`src/rtl/tile_acc_sched.sv`:
```
// tile_acc_sched: controller for one output tile of the fixed-point MAC backbone.
//   Clears LANES signed 32-bit accumulators, then accumulates cfg_k_len operand beats
//   (in_act broadcast times per-lane in_wgt). It then drains one lane per handshake
//   through arithmetic right shift, 16-bit saturation and optional ReLU.
//
// Ports:
//   clk, rst                       clock, synchronous active-high reset
//   cfg_start/k_len/shift/relu     tile start pulse and config (latched in IDLE)
//   busy, done                     status; done is a one-cycle pulse
//   in_valid/in_ready/in_act/in_wgt   operand beat stream (lane l at in_wgt[l*16 +: 16])
//   out_valid/out_ready/out_data/out_lane/out_last   drained activation stream
//
// Build option: define TILE_ACC_ROUND_EN for round-half-up requantize (shift > 0);
// the default build truncates (floor).
module tile_acc_sched #(
    parameter int LANES   = 4,
    parameter int K_W     = 10,
    parameter int SHIFT_W = 5,
    localparam int DATA_W = 16,
    localparam int ACC_W  = 32,
    localparam int LANE_W = $clog2(LANES)
) (
    input  logic                    clk,
    input  logic                    rst,
    input  logic                    cfg_start,
    input  logic [K_W-1:0]          cfg_k_len,
    input  logic [SHIFT_W-1:0]      cfg_shift,
    input  logic                    cfg_relu,
    output logic                    busy,
    output logic                    done,
    input  logic                    in_valid,
    output logic                    in_ready,
    input  logic [DATA_W-1:0]       in_act,
    input  logic [LANES*DATA_W-1:0] in_wgt,
    output logic                    out_valid,
    input  logic                    out_ready,
    output logic [DATA_W-1:0]       out_data,
    output logic [LANE_W-1:0]       out_lane,
    output logic                    out_last
);

    typedef enum logic [2:0] {StIdle, StClear, StAccum, StDrain, StDone} state_e;

    localparam logic signed [ACC_W:0] SatMax = 33'sd32767;
    localparam logic signed [ACC_W:0] SatMin = -33'sd32768;

    state_e                    state_q, state_d;
    logic signed [ACC_W-1:0]   acc_q [LANES];
    logic signed [ACC_W-1:0]   prod [LANES];
    logic [K_W-1:0]            beat_q, beat_next;
    logic [LANE_W-1:0]         lane_q;
    logic [K_W-1:0]            k_len_q;
    logic [SHIFT_W-1:0]        shift_q;
    logic                      relu_q;
    logic                      last_lane;

    logic signed [ACC_W:0]     ext, bias, biased, shifted;
    logic [DATA_W-1:0]         sat;

    // Per-lane 16x16 signed products, sign-extended to the accumulator width.
    always_comb begin
        for (int l = 0; l < LANES; l++) begin
            prod[l] = ACC_W'($signed(in_act)) * ACC_W'($signed(in_wgt[l*DATA_W +: DATA_W]));
        end
    end

    assign beat_next = beat_q + K_W'(1);
    assign last_lane = (lane_q == LANE_W'(LANES - 1));

    always_ff @(posedge clk) begin
        if (rst) begin
            state_q <= StIdle;
            for (int l = 0; l < LANES; l++) acc_q[l] <= '0;
            beat_q  <= '0;
            lane_q  <= '0;
            k_len_q <= '0;
            shift_q <= '0;
            relu_q  <= 1'b0;
        end else begin
            state_q <= state_d;
            unique case (state_q)
                StIdle: begin
                    if (cfg_start) begin
                        k_len_q <= cfg_k_len;
                        shift_q <= cfg_shift;
                        relu_q  <= cfg_relu;
                    end
                end
                StClear: begin
                    for (int l = 0; l < LANES; l++) acc_q[l] <= '0;
                    beat_q <= '0;
                    lane_q <= '0;
                end
                StAccum: begin
                    if (in_valid) begin
                        // Wraps modulo 2^32 by design.
                        for (int l = 0; l < LANES; l++) acc_q[l] <= acc_q[l] + prod[l];
                        beat_q <= beat_next;
                    end
                end
                StDrain: begin
                    if (out_ready) lane_q <= lane_q + LANE_W'(1);
                end
                default: ;
            endcase
        end
    end

    always_comb begin
        state_d = state_q;
        unique case (state_q)
            StIdle:  if (cfg_start) state_d = StClear;
            StClear: state_d = (k_len_q != '0) ? StAccum : StDrain;
            StAccum: if (in_valid && beat_next == k_len_q) state_d = StDrain;
            StDrain: if (out_ready && last_lane) state_d = StDone;
            StDone:  state_d = StIdle;
            default: state_d = StIdle;
        endcase
    end

    // Requantize at 33 bits so the rounding bias cannot overflow.
    always_comb begin
        ext  = {acc_q[lane_q][ACC_W-1], acc_q[lane_q]};
        bias = '0;
`ifdef TILE_ACC_ROUND_EN
        if (shift_q != '0) bias[shift_q - SHIFT_W'(1)] = 1'b1;
`endif
        biased  = ext + bias;
        shifted = biased >>> shift_q;
        if (shifted > SatMax)      sat = 16'h7fff;
        else if (shifted < SatMin) sat = 16'h8000;
        else                       sat = shifted[DATA_W-1:0];
        if (relu_q && sat[DATA_W-1]) sat = '0;
    end

    always_comb begin
        busy      = (state_q != StIdle);
        done      = (state_q == StDone);
        in_ready  = (state_q == StAccum);
        out_valid = (state_q == StDrain);
        out_lane  = out_valid ? lane_q : '0;
        out_last  = out_valid && last_lane;
        out_data  = out_valid ? sat : '0;
    end

endmodule
```
`config.mk`:
```
export PLATFORM = sky130hd
export DESIGN_NAME = tile_acc_sched
export DESIGN_NICKNAME = d
export VERILOG_FILES = /design/src/rtl/tile_acc_sched.sv
export SDC_FILE = /design/constraint.sdc
export NUM_CORES = 2
export LEC_CHECK = 0
export CORE_MARGIN = 1
export CORE_UTILIZATION = 30
export CTS_CLUSTER_SIZE = 14
export DETAILED_ROUTE_END_ITERATION = 10
export PLACE_DENSITY = 0.5
export SLEW_MARGIN = 0
export SYNTH_ARGS = -nofsm -noshare
export SYNTH_HDL_FRONTEND = slang
export SYNTH_SLANG_ARGS = --single-unit
```
`constraint.sdc`:
```
create_clock -name clk -period 10.87 [get_ports clk]
set_input_delay 2.174 -clock clk [delete_from_list [all_inputs] [get_ports clk]]
set_output_delay 2.174 -clock clk [all_outputs]
set_load 0.02 [all_outputs]
```
==> impl_metrics.env <==
export IMPL_status="complete, no violations"
export IMPL_reg2regPathDepth=16
export IMPL_use_met1=0.227
export IMPL_cp_required_ns=11.16
export IMPL_tightest_slew_ns=1.20
export IMPL_syn_avg_cell_area_um2=9.21
export IMPL_min_path_cells=2
export IMPL_port_buffers=123
export IMPL_multi_input_area_mm2=0.0418
export IMPL_synth_area_leaders="fa_1 (45%), inv_1 (10%), ha_1 (9.5%)"
export IMPL_reg2reg_slack_ns=4.92
export IMPL_synth_async_reset_ratio=0
export IMPL_path_max_fanout=31
export IMPL_start_util=0.303
export IMPL_gr_total_overflow=0
export IMPL_ys_seq_area_frac=0.0803
export IMPL_register_area_mm2=0.00419
export IMPL_clk_pin_slew_ns=0.08
export IMPL_critPathMaxStageDelay_ns=0.58
export IMPL_antenna_found_initial=18
export IMPL_gr_usage_met3=0.0152
export IMPL_yosysTopAreaCellShare=0.448
export IMPL_path_cells="buf_2, buf_4, nand2_1, inv_1, fa_1, inv_1, fa_1, fa_1, inv_1, fa_1, fa_1, inv_1, fa_1, inv_1, ha_1, a21o_1, a21oi_1, o21ai_0, a2111oi_0, nor2_1, a311oi_1, o21bai_1, a211oi_1, nor2_1"
export IMPL_finalWeightedCongestion=0.873
export IMPL_gr_usage_met2=0.302
export IMPL_dr_total_vias=36400
export IMPL_postSynthCellCount=5658
export IMPL_numCtsBuffers=17
export IMPL_worstReg2RegStart="acc_q[3][8]"
export IMPL_core_area_mm2=0.172
export IMPL_critPathKind="in2reg"
export IMPL_cts_tree="yes"
export IMPL_finalSetupViolations=0
export IMPL_cts_hold_buf=0
export IMPL_area_growth_synth_to_final_pct=7.90
export IMPL_max_slew_margin=0.199
export IMPL_finalWorstSetupSlack_ns=1.93
export IMPL_synth_top_area_cell="fa_1"
export IMPL_nFillCells=18000
export IMPL_synth_seq_cells=161
export IMPL_rows=152
export IMPL_hold_start="shift_q[0]"
export IMPL_clk_latency_ns=0.54
export IMPL_critPathCaptureType="flip-flop"
export IMPL_timing_setup_tns_ns=0
export IMPL_htreeDepth=4
export IMPL_busiest_layer="met2"
export IMPL_grt_pass1_vias=40900
export IMPL_cts_buffer_depth=2
export IMPL_track_usage=0.173
export IMPL_slowest_stage="a311oi_1"
export IMPL_synth_edf_count=96
export IMPL_min_period_ns=8.94
export IMPL_ant_nets=0
export IMPL_r2r_end="acc_q[3][28]"
export IMPL_hp_class="reg2reg"
export IMPL_maxSlewViolCount=0
export IMPL_place_hpwl_mm=122
export IMPL_wirelength_mm=143
export IMPL_syn_cell_area_mm2=0.0521
export IMPL_cts_sinks=161
export IMPL_routedWlPerCell_um=18.0
export IMPL_finalNetCount=7275
export IMPL_skew_ns=0.0175
export IMPL_cts_root_buffer="clkbuf_16"
export IMPL_layout_drive_gt1_share=0.0325
export IMPL_die_w_um=419
export IMPL_grt_setup_unrepaired="no"
export IMPL_cp_arrival_ns=9.23
export IMPL_yosys_warnings=0
export IMPL_grt_max_degree=65
export IMPL_ctsResizeCount=0
export IMPL_post_cts_setup_buffer_count=0
export IMPL_hold_end="shift_q[0]"
export IMPL_synth_main_ff_cell="edfxtp_1"
export IMPL_cpMostUsedCell="fa_1"
export IMPL_fp_dieArea_mm2=0.175
export IMPL_die_h_um=419
export IMPL_dr_pass1_iters=5
export IMPL_hold_viol=0
export IMPL_grt_pass1_wl_mm=234
export IMPL_synth_cell_types=79
export IMPL_period_share=0.823
export IMPL_cp_start_kind="primary input"
export IMPL_syn_num_nets=7321
export IMPL_max_cap_violations=0
export IMPL_drc=0
export IMPL_place_ws_ns=1.45
export IMPL_drt_initial_drc_count=1637
export IMPL_via_per_inst=4.58
export IMPL_ios=124
export IMPL_fmax_mhz=112
==> state kept, by name (all words and copies together) (netlist names), named ones only <==
name     flops
beat_q      10
relu_q       1
state_q      3
lane_q       2
shift_q      5
acc_q      128
k_len_q     10
==> layer usage <==
metal / vias up / routed length [um]
li1: 16900 / -
met1: 18900 / 64900
met2: 543 / 71000
met3: 128 / 3920
met4: 2 / 3360
met5: - / 13
==> layout make-up <==
type	instances	area share
multi-input cells	3866	0.743
inverters	1391	0.0928
flip-flops and latches	161	0.0744
well taps	2310	0.0514
repair buffers	175	0.0278
clock buffers	18	0.00781
clock inverters	14	0.00251
diodes	7	0.000311
==> cells in the mapped netlist (5+ instances only) <==
cell type	n
and2_1	458
nor2b_1	23
mux2i_4	5
nor3_1	47
o211ai_1	11
or3_1	13
a22oi_1	8
a21o_1	40
nand2b_1	39
a311oi_1	5
o31ai_1	15
clkbuf_1	217
o21a_1	26
and3_1	22
nor2_1	211
inv_1	1388
dfxtp_1	65
or2_2	9
o21ai_0	103
o21bai_1	12
xor2_1	43
mux4_2	33
or4_1	5
buf_2	10
nand3_1	38
fa_1	1168
o21ai_1	9
a211o_1	9
mux2_2	18
a211oi_1	26
edfxtp_1	96
nor3b_1	8
mux2i_1	40
ha_1	394
a31oi_1	18
nor4_1	10
nand4_1	9
a21oi_1	128
xnor2_1	111
o221ai_1	6
o22ai_1	8
buf_1	9
nand2_1	675
o31a_1	5
==> worst max-delay path by stage <==
stage	start	to	slack [ns]	cells past startpoint
after floorplan	in_act[15]	acc_q[3][28]	2.62	24
after global placement	in_act[15]	acc_q[3][28]	1.42	24
after detailed placement	in_act[10]	acc_q[3][28]	1.45	21
after CTS	in_act[10]	acc_q[3][28]	2.02	21
after global routing	in_act[15]	acc_q[3][28]	1.56	24
final	in_act[15]	acc_q[3][28]	1.93	24
==> kinds of logic after synthesis <==
group                    after synthesis  share of synthesized area
adder cells (fa/ha/maj)             1562                      0.543
multiplexers                          99                     0.0288
flip-flops                           161                     0.0803
AO/OA/AOI/OAI                        472                     0.0581
XOR/XNOR                             154                     0.0259
AND/OR/NAND/NOR                     1579                      0.146
buffers and inverters               1631                      0.118
==> worst max-delay path, delay by kind of cell <==
family | cells | cell delay (ns)
adders and majority gates | 7 | 3.34
AOI/OAI and AO/OA | 7 | 1.83
buffers and inverters | 7 | 1.51
and+or+nand+nor | 3 | 0.32
==> cell usage in the layout, fill, tap and decap left out, types with 33 or more instances in the layout <==
cell             instances
fa_1                  1168
nor2_1                 210
inv_1                 1387
nand2_1                674
nand3_1                 38
and2_1                 458
nand2b_1                39
nor3_1                  47
clkdlybuf4s50_1        106
ha_1                   394
edfxtp_1                96
dfxtp_1                 62
a21oi_1                128
a21o_1                  40
buf_4                   50
o21ai_0                103
xor2_1                  43
xnor2_1                111
mux2i_1                 40
mux4_2                  33
==> per-stage QoR <==
| step | instance area (um^2) | hold slack, ns | util | cells |
|---|---|---|---|---|
| 6_report | 56300 | 0.464 | 0.327 | 7942 |
| 4_1_cts | 56200 | 0.468 | 0.327 | 7935 |
| 3_3_place_gp | 55700 | 0.446 | 0.323 | 7903 |
| 5_1_grt | 56200 | 0.490 | 0.327 | 7935 |
| 2_1_floorplan | 52100 | 0.446 | - | 5658 |
| 3_5_place_dp | 55700 | 0.455 | 0.323 | 7903 |
Power is not shown: default switching activity piles up to over one toggle a cycle in this logic, so the estimate is an artifact.
